<file path="config.mk">
export PLATFORM = sky130hd
export DESIGN_NAME = mod_sqrt_sched_flat
export DESIGN_NICKNAME = d
export VERILOG_FILES = /design/src/rtl/mod_sqrt_sched_pkg.sv /design/src/rtl/mod_sqrt_sched_if.sv /design/src/rtl/mod_sqrt_sched_rr_arb2.sv /design/src/rtl/mod_sqrt_sched.sv /design/src/flat_wrapper.sv
export SDC_FILE = /design/constraint.sdc
export NUM_CORES = 2
export LEC_CHECK = 0
export CORE_UTILIZATION = 60
export DETAILED_ROUTE_END_ITERATION = 7
export PLACE_DENSITY = 0.88
export SYNTH_ARGS = -nofsm -noshare
export SYNTH_HDL_FRONTEND = slang
export SYNTH_SLANG_ARGS = --single-unit
</file>
<file path="constraint.sdc">
create_clock -name clock -period 15 [get_ports clock]
set_input_delay 3 -clock clock [delete_from_list [all_inputs] [get_ports clock]]
set_output_delay 3 -clock clock [all_outputs]
set_load 0.02 [all_outputs]
</file>
<file path="src/rtl/mod_sqrt_sched_pkg.sv">
// Shared types and constants for the complex-modulus square-root scheduler.
package mod_pkg;
  typedef enum logic [2:0] {
    IDLE, SQ_RE, SQ_IM, START, RUN, STOP, CAPT, DONE
  } state_t;

  localparam int   SQRT_CYCLES_DEF = 32;
  localparam logic ID_A            = 1'b0;
  localparam logic ID_B            = 1'b1;
endpackage

</file>
<file path="src/rtl/mod_sqrt_sched_if.sv">
// Result channel of mod_sqrt_sched: magnitude plus requester id over valid/ready.
interface mod_sqrt_sched_if #(parameter int DATA_W = 32);
  logic              out_valid;
  logic              out_ready;
  logic [DATA_W-1:0] out_mag;
  logic              out_id;

  modport master (output out_valid, out_mag, out_id, input out_ready);
  modport slave  (input out_valid, out_mag, out_id, output out_ready);
endinterface

</file>
<file path="src/rtl/mod_sqrt_sched_rr_arb2.sv">
// Two-way round-robin arbiter: a lone request wins, a tie goes to the one not granted last.
module rr_arb2
  import mod_pkg::*;
(
  input  logic [1:0] req,
  input  logic       last_grant,
  output logic [1:0] grant
);
  assign grant[0] = req[0] & (~req[1] | (last_grant == ID_B));
  assign grant[1] = req[1] & (~req[0] | (last_grant == ID_A));
endmodule

</file>
<file path="src/rtl/mod_sqrt_sched.sv">
// Arbitrates two requesters onto one shared iterative sqrt datapath and returns
// floor(sqrt(re^2+im^2)) tagged with the requester id.
module mod_sqrt_sched
  import mod_pkg::*;
#(
  parameter int SQRT_CYCLES = SQRT_CYCLES_DEF,
  parameter int DATA_W      = 32
) (
  input  logic                clock,
  input  logic                reset,
  input  logic                req_a,
  input  logic [DATA_W-1:0]   re_a,
  input  logic [DATA_W-1:0]   im_a,
  output logic                ack_a,
  input  logic                req_b,
  input  logic [DATA_W-1:0]   re_b,
  input  logic [DATA_W-1:0]   im_b,
  output logic                ack_b,
  output logic                sqrt_start,
  output logic                sqrt_stop,
  output logic [2*DATA_W-1:0] sqrt_xin,
  input  logic [DATA_W-1:0]   sqrt_result,
  output logic                busy,
  mod_sqrt_sched_if.master    res
);
  localparam int CNT_W = $clog2(SQRT_CYCLES + 1);

  state_t              state, state_nxt;
  logic [1:0]          grant;
  logic                take, grant_id, last_grant, out_id_q;
  logic [DATA_W-1:0]   sel_re, sel_im, mag_re, mag_im, mul_op, out_mag_q;
  logic [2*DATA_W-1:0] acc, prod;
  logic [CNT_W-1:0]    cnt;

  // Two's complement magnitude; the most negative value maps to 2^(DATA_W-1).
  function automatic logic [DATA_W-1:0] abs_w(input logic [DATA_W-1:0] x);
    return x[DATA_W-1] ? -x : x;
  endfunction

  rr_arb2 u_arb (.req({req_b, req_a}), .last_grant(last_grant), .grant(grant));

  assign take     = (state == IDLE) && !reset && (|grant);
  assign grant_id = grant[1];
  assign sel_re   = grant[1] ? re_b : re_a;
  assign sel_im   = grant[1] ? im_b : im_a;

  // One multiplier squares |re| then |im| on consecutive cycles.
  assign mul_op = (state == SQ_IM) ? mag_im : mag_re;
  assign prod   = {{DATA_W{1'b0}}, mul_op} * {{DATA_W{1'b0}}, mul_op};

  always_ff @(posedge clock) begin
    if (reset) state <= IDLE;
    else       state <= state_nxt;
  end

  always_comb begin
    state_nxt  = state;
    ack_a      = 1'b0;
    ack_b      = 1'b0;
    sqrt_start = 1'b0;
    sqrt_stop  = 1'b0;
    case (state)
      IDLE:  if (take) begin
               state_nxt = SQ_RE;
               ack_a     = grant[0];
               ack_b     = grant[1];
             end
      SQ_RE: state_nxt = SQ_IM;
      SQ_IM: state_nxt = START;
      START: begin sqrt_start = 1'b1; state_nxt = RUN; end
      RUN:   if (cnt == '0) state_nxt = STOP;
      STOP:  begin sqrt_stop = 1'b1; state_nxt = CAPT; end
      CAPT:  state_nxt = DONE;
      DONE:  if (res.out_ready) state_nxt = IDLE;
      default: state_nxt = IDLE;
    endcase
  end

  always_ff @(posedge clock) begin
    if (reset) begin
      last_grant <= ID_B;
      mag_re     <= '0;
      mag_im     <= '0;
      acc        <= '0;
      cnt        <= '0;
      out_mag_q  <= '0;
      out_id_q   <= ID_A;
    end else begin
      if (take) begin
        last_grant <= grant_id;
        out_id_q   <= grant_id;
        mag_re     <= abs_w(sel_re);
        mag_im     <= abs_w(sel_im);
      end
      case (state)
        SQ_RE:   acc       <= prod;
        SQ_IM:   acc       <= acc + prod;
        START:   cnt       <= CNT_W'(SQRT_CYCLES - 1);
        RUN:     cnt       <= cnt - CNT_W'(1);
        CAPT:    out_mag_q <= sqrt_result;
        default: ;
      endcase
    end
  end

  assign sqrt_xin      = acc;
  assign busy          = (state != IDLE);
  assign res.out_valid = (state == DONE);
  assign res.out_mag   = out_mag_q;
  assign res.out_id    = out_id_q;
endmodule

</file>
<file path="src/flat_wrapper.sv">
// flat-port wrapper written by rule: the top's interface ports become plain ports
module mod_sqrt_sched_flat import mod_pkg::*;
#(
  parameter int SQRT_CYCLES = SQRT_CYCLES_DEF,
  parameter int DATA_W      = 32
)
  (clock, reset, req_a, re_a, im_a, ack_a, req_b, re_b, im_b, ack_b, sqrt_start, sqrt_stop, sqrt_xin, sqrt_result, busy, res_out_valid, res_out_mag, res_out_id, res_out_ready);
  mod_sqrt_sched_if #(.DATA_W(DATA_W)) res_i ();
  input  logic clock;
  input  logic reset;
  input  logic req_a;
  input  logic [DATA_W-1:0] re_a;
  input  logic [DATA_W-1:0] im_a;
  output logic ack_a;
  input  logic req_b;
  input  logic [DATA_W-1:0] re_b;
  input  logic [DATA_W-1:0] im_b;
  output logic ack_b;
  output logic sqrt_start;
  output logic sqrt_stop;
  output logic [2*DATA_W-1:0] sqrt_xin;
  input  logic [DATA_W-1:0] sqrt_result;
  output logic busy;
  output wire logic [$bits(res_i.out_valid)-1:0] res_out_valid;
  output wire logic [$bits(res_i.out_mag)-1:0] res_out_mag;
  output wire logic [$bits(res_i.out_id)-1:0] res_out_id;
  input wire logic [$bits(res_i.out_ready)-1:0] res_out_ready;
  assign res_out_valid = res_i.out_valid;
  assign res_out_mag = res_i.out_mag;
  assign res_out_id = res_i.out_id;
  assign res_i.out_ready = res_out_ready;
  mod_sqrt_sched #(.SQRT_CYCLES(SQRT_CYCLES), .DATA_W(DATA_W)) u_core (.clock(clock), .reset(reset), .req_a(req_a), .re_a(re_a), .im_a(im_a), .ack_a(ack_a), .req_b(req_b), .re_b(re_b), .im_b(im_b), .ack_b(ack_b), .sqrt_start(sqrt_start), .sqrt_stop(sqrt_stop), .sqrt_xin(sqrt_xin), .sqrt_result(sqrt_result), .busy(busy), .res(res_i));
endmodule
</file>
# ---- Word level (Yosys, flattened, before mapping)
# Index checks and enable logic that the tools add are counted.
# W data, S select, Z words.
dict set report word_totals {
  regBits 171
  elab_cells 57
  input_bits 165
}
dict set report op_classes {
  eq_ne 10
  muxes 17
  n_addsub 4
  n_reduce_logical 10
  bitwise 7
  multipliers 1
}
# cell count
set ops {}
lappend ops {{$mux W32} 5}
lappend ops {{$pmux W64 S2} 1}
lappend ops {{$add A64 B64 Y64} 1}
lappend ops {{$mul A32 B32 Y64} 1}
lappend ops {{$neg A32 Y32} 2}
lappend ops {{$pmux W3 S8} 1}
lappend ops {{$eq A3 B3 Y1 const B} 4}
lappend ops {{$pmux W6 S2} 1}
lappend ops {{$mux W3} 3}
lappend ops {{$eq A3 B2 Y1 const B} 2}
lappend ops {{$logic_not A6 Y1} 1}
lappend ops {{$mux W1} 6}
lappend ops {{$ne A2 B1 Y1 const B} 3}
lappend ops {{$sub A6 B1 Y6 const B} 1}
lappend ops {{$reduce_bool A2 Y1} 2}
lappend ops {{$eq A3 B1 Y1 const B} 1}
lappend ops {{$logic_not A3 Y1} 1}
lappend ops {{$not A1 Y1} 3}
lappend ops {{$reduce_and A3 Y1} 1}
lappend ops {{$reduce_bool A3 Y1} 1}
lappend ops {{$and A1 B1 Y1} 2}
lappend ops {{$logic_and A1 B1 Y1} 2}
lappend ops {{$or A1 B1 Y1} 2}
lappend ops {{$reduce_or A2 Y1} 1}
lappend ops {{$logic_not A1 Y1} 1}

# ---- Depth between registers and ports, before layout
dict set report depth {
  word_depth 7
  depth_mapped 49
  mapped_depth_nobuf 45
}

# ---- By module
# A second synthesis with hierarchy kept.
dict set report unflattened {
  cells_unflattened 4970
  area_unflattened_um2 41910.2
}
# module instances cells_each area_per_inst_um2
set modules_own_cells {}
lappend modules_own_cells {mod_sqrt_sched 1 4967 41891.4}
lappend modules_own_cells {rr_arb2 1 3 18.8}

# ---- Worst setup path before layout
# Ideal clock, no wire load.
dict set report synth_timing {
  path_type {flip-flop to flip-flop}
  startpoint {register u_core.state[0]}
  endpoint {register u_core.acc[63], in the netlist u_core.sqrt_xin[63]}
  path_stages_with_launch 44
  required_time_ps 14870
  path_buffers 6
  path_slack_ps 3602
  period_less_slack_ps 11398
  setup_time_ps 130
  t_arrival_ps 11269
  cell_sequence {dfxtp_1 -> nand2b_1 -> nand2b_1 -> clkbuf_1 -> buf_1 -> mux2i_1 -> clkbuf_1 -> buf_1 -> nor2_1 -> fa_1 -> fa_1 -> fa_1 -> inv_1 -> fa_1 -> inv_1 -> fa_1 -> fa_1 -> fa_1 -> [... 8 more ...] -> or3_1 -> a31o_1 -> a21o_1 -> a21oi_1 -> xnor2_1 -> ha_1 -> clkbuf_1 -> nand2_1 -> nor4_1 -> a221oi_1 -> o31ai_1 -> or3_1 -> o2111ai_1 -> a21oi_1 -> a311oi_1 -> mux2_2 -> nor3_1 -> o31ai_1}
}
dict set report synth_via {
  elab_chain_cells 5
  word_cells_on_any_way 7
}
# element line_no
set synth_rtl {}
lappend synth_rtl {{start: declaration} mod_sqrt_sched.sv:28} ;# state_t state, state_nxt;
lappend synth_rtl {{start signal: assignment} mod_sqrt_sched.sv:53} ;# else state <= state_nxt;
lappend synth_rtl {{$eq A3 B2 Y1} {mod_sqrt_sched.sv:48, mod_sqrt_sched.sv:95}}
lappend synth_rtl {{$mux W32} mod_sqrt_sched.sv:48} ;# assign mul_op = (state == SQ_IM) ? mag_im : mag_re;
lappend synth_rtl {{$mul A32 B32 Y64} mod_sqrt_sched.sv:49} ;# assign prod = {{DATA_W{1'b0}}, mul_op} * {{DATA_W{1'b0}}, mul_op};
lappend synth_rtl {{$add A64 B64 Y64} mod_sqrt_sched.sv:97} ;# SQ_IM: acc <= acc + prod;
lappend synth_rtl {{$pmux W64 S2} mod_sqrt_sched.sv:95} ;# case (state)
lappend synth_rtl {{end signal: assignment} mod_sqrt_sched.sv:96} ;# SQ_RE: acc <= prod;
lappend synth_rtl {{end signal: assignment} mod_sqrt_sched.sv:97}
lappend synth_rtl {{end: declaration} mod_sqrt_sched.sv:32} ;# logic [2*DATA_W-1:0] acc, prod;
# Parallel ways exist; a longest one is shown, timed or not.
# A chain may end at the register's enable or synchronous reset.

# ---- Worst setup path after layout
dict set report layout_timing {
  startpoint {register u_core.state[2]}
  endpoint {register u_core.acc[63], in the netlist u_core.sqrt_xin[63]}
}
# Same word-level chain as after synthesis.

==> flow_metrics.tcl <==
set metrics [dict create \
    path_delay_family "adder cells" \
    crit_path_start_kind "flip-flop" \
    finalHoldViolCount 0 \
    grt_pass1_vias 38020 \
    total_power_mw 3.85 \
    initial_core_util_pct 61.1 \
    hold_class "reg2reg" \
    synth-main-ff-cell "dfxtp_1" \
    seqPwrFrac_pct 15.4 \
    ys_types 73 \
    io_pins 268 \
    syn_area_per_cell_um2 8.39 \
    setup_ws_ns 1.37 \
    cts_root_buf "clkbuf_16" \
    antenna_found_initial 3 \
    dpl.hpwl_um 104000 \
    synth_area_leader_cell "fa_1" \
    async_flop_share_pct 0 \
    core_um2 67600 \
    setup_viol 0 \
    clockPowerShare_pct 11.8 \
    cts_tree "yes" \
    ff2ff_path_depth 42 \
    cp.arrival_ns 13.96 \
    track_usage_pct 37.8 \
    status "finished, final reports clean" \
    grt_max_degree 76 \
    end_kind "flip-flop" \
    fmax_mhz 73.4 \
    maxSlewViolCount 0 \
    cp_common_cell "fa_1" \
    static-leakage-power_nw 23.6 \
    yosysMostFrequentCell "inv_1" \
    finalSetupTns_ns 0 \
    cp_slowest_stage_delay_ns 0.72 \
    post_cts_buffers 0 \
    insertion_delay_ns 0.49 \
    synth_nets 6247 \
    overflow 0 \
    r2r_start "u_core.state[2]$_SDFFE_PP0P_" \
    drv_cap 0 \
    drt_first_pass_iters 8 \
    cts.sinks 171 \
    min_path_cells 2 \
    place_area_um2 44800 \
    gp_congestion 1.05 \
    yosysSeqAreaShare_pct 8.28 \
    p_per_area_nw_per_um2 84.9 \
    die_h_um 264 \
    route.detailed.drc 0 \
    drtIter0Drc 3193 \
    cp.buffers_inverters 6 \
    path_clk_slew_ns 0.08 \
    pre_cts_ws_ns 1.79 \
    grt_setup_unrepaired "no" \
    drive_gt1_share_pct 2.63 \
    worstHoldStart "u_core.res.out_mag[29]$_SDFFE_PP0P_" \
    intPower_mw 1.76 \
    fillCellCount 5152 \
    nets 6371 \
    finalWorstPathRequiredPeriod_ns 13.63 \
    vias_per_cell 5.98 \
    grt_pass1_wl_um 202000 \
    vdd_ir_drop_max_v 0.0000849 \
    combinationalPowerShare_pct 72.8 \
    hold_buffers 0 \
    required_ns 15.33 \
    worstPathMaxFanout 33 \
    numCtsBuffers 17 \
    syn_inst 4925 \
    ys_top_cells_by_count "1021 x inv_1, 792 x fa_1, 616 x nand2_1" \
    switching_power_mw 2.09 \
    finClkSkew_ns 0.0164 \
    post_cts_resized 0 \
    r2r-end "u_core.sqrt_xin[63]$_SDFFE_PP0P_" \
    final_antenna_net_count 0 \
    slowest_stage "inv_1" \
    syn2layout_area_growth_pct 9.83 \
    portBuffers 267 \
    synthTopCellsByArea "fa_1 38%, ha_1 11%, inv_1 9.3%" \
    switching_share_pct 54.2 \
    die-width_um 264 \
    synth_edf_count 0 \
    clockBufferDepth 2 \
    vias 35533 \
    wl_um 130000 \
    cts_htree_levels 4 \
    ys_seq_elements 171 \
    std_cell_rows 95 \
    synth_warnings 0 \
    reg2reg_slack_ns 1.37 \
    fin_util_pct 67.1 \
    die-area_um2 69900 \
    synth_top_cell_area_share_pct 38.4 \
    min_period_over_period_pct 90.9 \
    worst-setup-path-type "reg2reg" \
    final_cell_area_um2 45400 \
    tightest_slew_ns 1.20 \
    min_to "u_core.res.out_mag[29]$_SDFFE_PP0P_" \
    detail_route.wl_per_cell_um 21.9 \
    slew_headroom_pct 20.1 \
    synth_area_um2 41300 \
]
-- stage by stage --
step / hold slack, ns / std cells
6_report: 0.454 / 5938
5_1_grt: 0.478 / 5936
4_1_cts: 0.456 / 5935
3_5_place_dp: 0.446 / 5903
3_3_place_gp: 0.439 / 5903
2_1_floorplan: 0.431 / 4925
-- cells in the final DEF (no fill, tap or decap), types with 63 or more instances in the layout --
cell	n
ha_1	365
dfxtp_1	171
nor2_1	432
fa_1	792
inv_1	1021
a21o_1	101
o21ai_0	122
xor2_1	75
nor3_1	63
xnor2_1	133
mux2i_1	66
a21oi_1	302
clkdlybuf4s50_1	266
nand2_1	616
-- worst min-delay path: cells and delay by family, from the launching register on --
family,cells,cell delay (ns)
flip-flops,1,0.31
AND/OR/NAND/NOR,1,0.05
AO/OA/AOI/OAI,1,0.05
-- layer usage --
| metal | vias up | share of wire (%) | wire, um | GRT usage (%) |
|---|---|---|---|---|
| met4 | 0 | 8.7 | 11200 | 27.3 |
| li1 | 15590 | - | - | - |
| met5 | - | 0 | 0 | 0 |
| met2 | 2277 | 45 | 59100 | 60.7 |
| met3 | 681 | 12 | 15700 | 11.4 |
| met1 | 16985 | 34 | 43900 | 43.1 |
-- final cells by class --
type	instances	area (um^2)	area share, %
diodes	3	7.51	0.0165
clock buffers	18	439	0.968
clock inverters	14	149	0.328
inverters	1028	3860	8.50
multi-input cells	3511	33300	73.5
flip-flops and latches	171	3420	7.54
well taps	873	1090	2.41
repair buffers	320	3070	6.76
-- cells by family (layout without fill, tap and decap cells) --
| logic type | after synthesis | in the layout | share of synthesized area (%) |
|---|---|---|---|
| compound gates | 773 | 773 | 11.6 |
| fa+ha+maj | 1157 | 1157 | 49.4 |
| simple gates | 1289 | 1289 | 12.9 |
| buf+inv | 1243 | 1380 | 11.3 |
| other cells | 0 | 3 | 0 |
| xor+xnor | 208 | 208 | 4.41 |
| mux | 84 | 84 | 2.04 |
| flops | 171 | 171 | 8.28 |
-- power by group through the flow --
| stage | clock (mW) | combinational, mW | sequential (mW) |
|---|---|---|---|
| floorplan | 0 | 1.82 | 0.620 |
| global placement | 0 | 2.65 | 0.599 |
| detailed placement | 0 | 2.71 | 0.598 |
| CTS | 0.459 | 2.73 | 0.590 |
| global route | 0.476 | 3.04 | 0.596 |
| finish | 0.455 | 2.80 | 0.592 |
-- worst max-delay path by stage --
stage / start / end / slack, ns / cells after the start
global route: u_core.state[2]$_SDFFE_PP0P_ / u_core.sqrt_xin[63]$_SDFFE_PP0P_ / 0.66 / 42
CTS: u_core.state[2]$_SDFFE_PP0P_ / u_core.sqrt_xin[63]$_SDFFE_PP0P_ / 1.71 / 40
detailed placement: u_core.state[2]$_SDFFE_PP0P_ / u_core.sqrt_xin[63]$_SDFFE_PP0P_ / 1.79 / 38
global placement: u_core.state[2]$_SDFFE_PP0P_ / u_core.sqrt_xin[63]$_SDFFE_PP0P_ / 2.09 / 40
floorplan: u_core.state[0]$_SDFFE_PP0P_ / u_core.sqrt_xin[63]$_SDFFE_PP0P_ / 3.60 / 43
finish: u_core.state[2]$_SDFFE_PP0P_ / u_core.sqrt_xin[63]$_SDFFE_PP0P_ / 1.37 / 42
-- sequential cells by signal (all words and copies together), names as in the netlist --
signal              cells
u_core.mag_im          32
u_core.last_grant       1
u_core.cnt              6
u_core.res.out_id       1
u_core.sqrt_xin        64
u_core.state            3
u_core.res.out_mag     32
u_core.mag_re          32
Power figures use the tool's default switching activity.
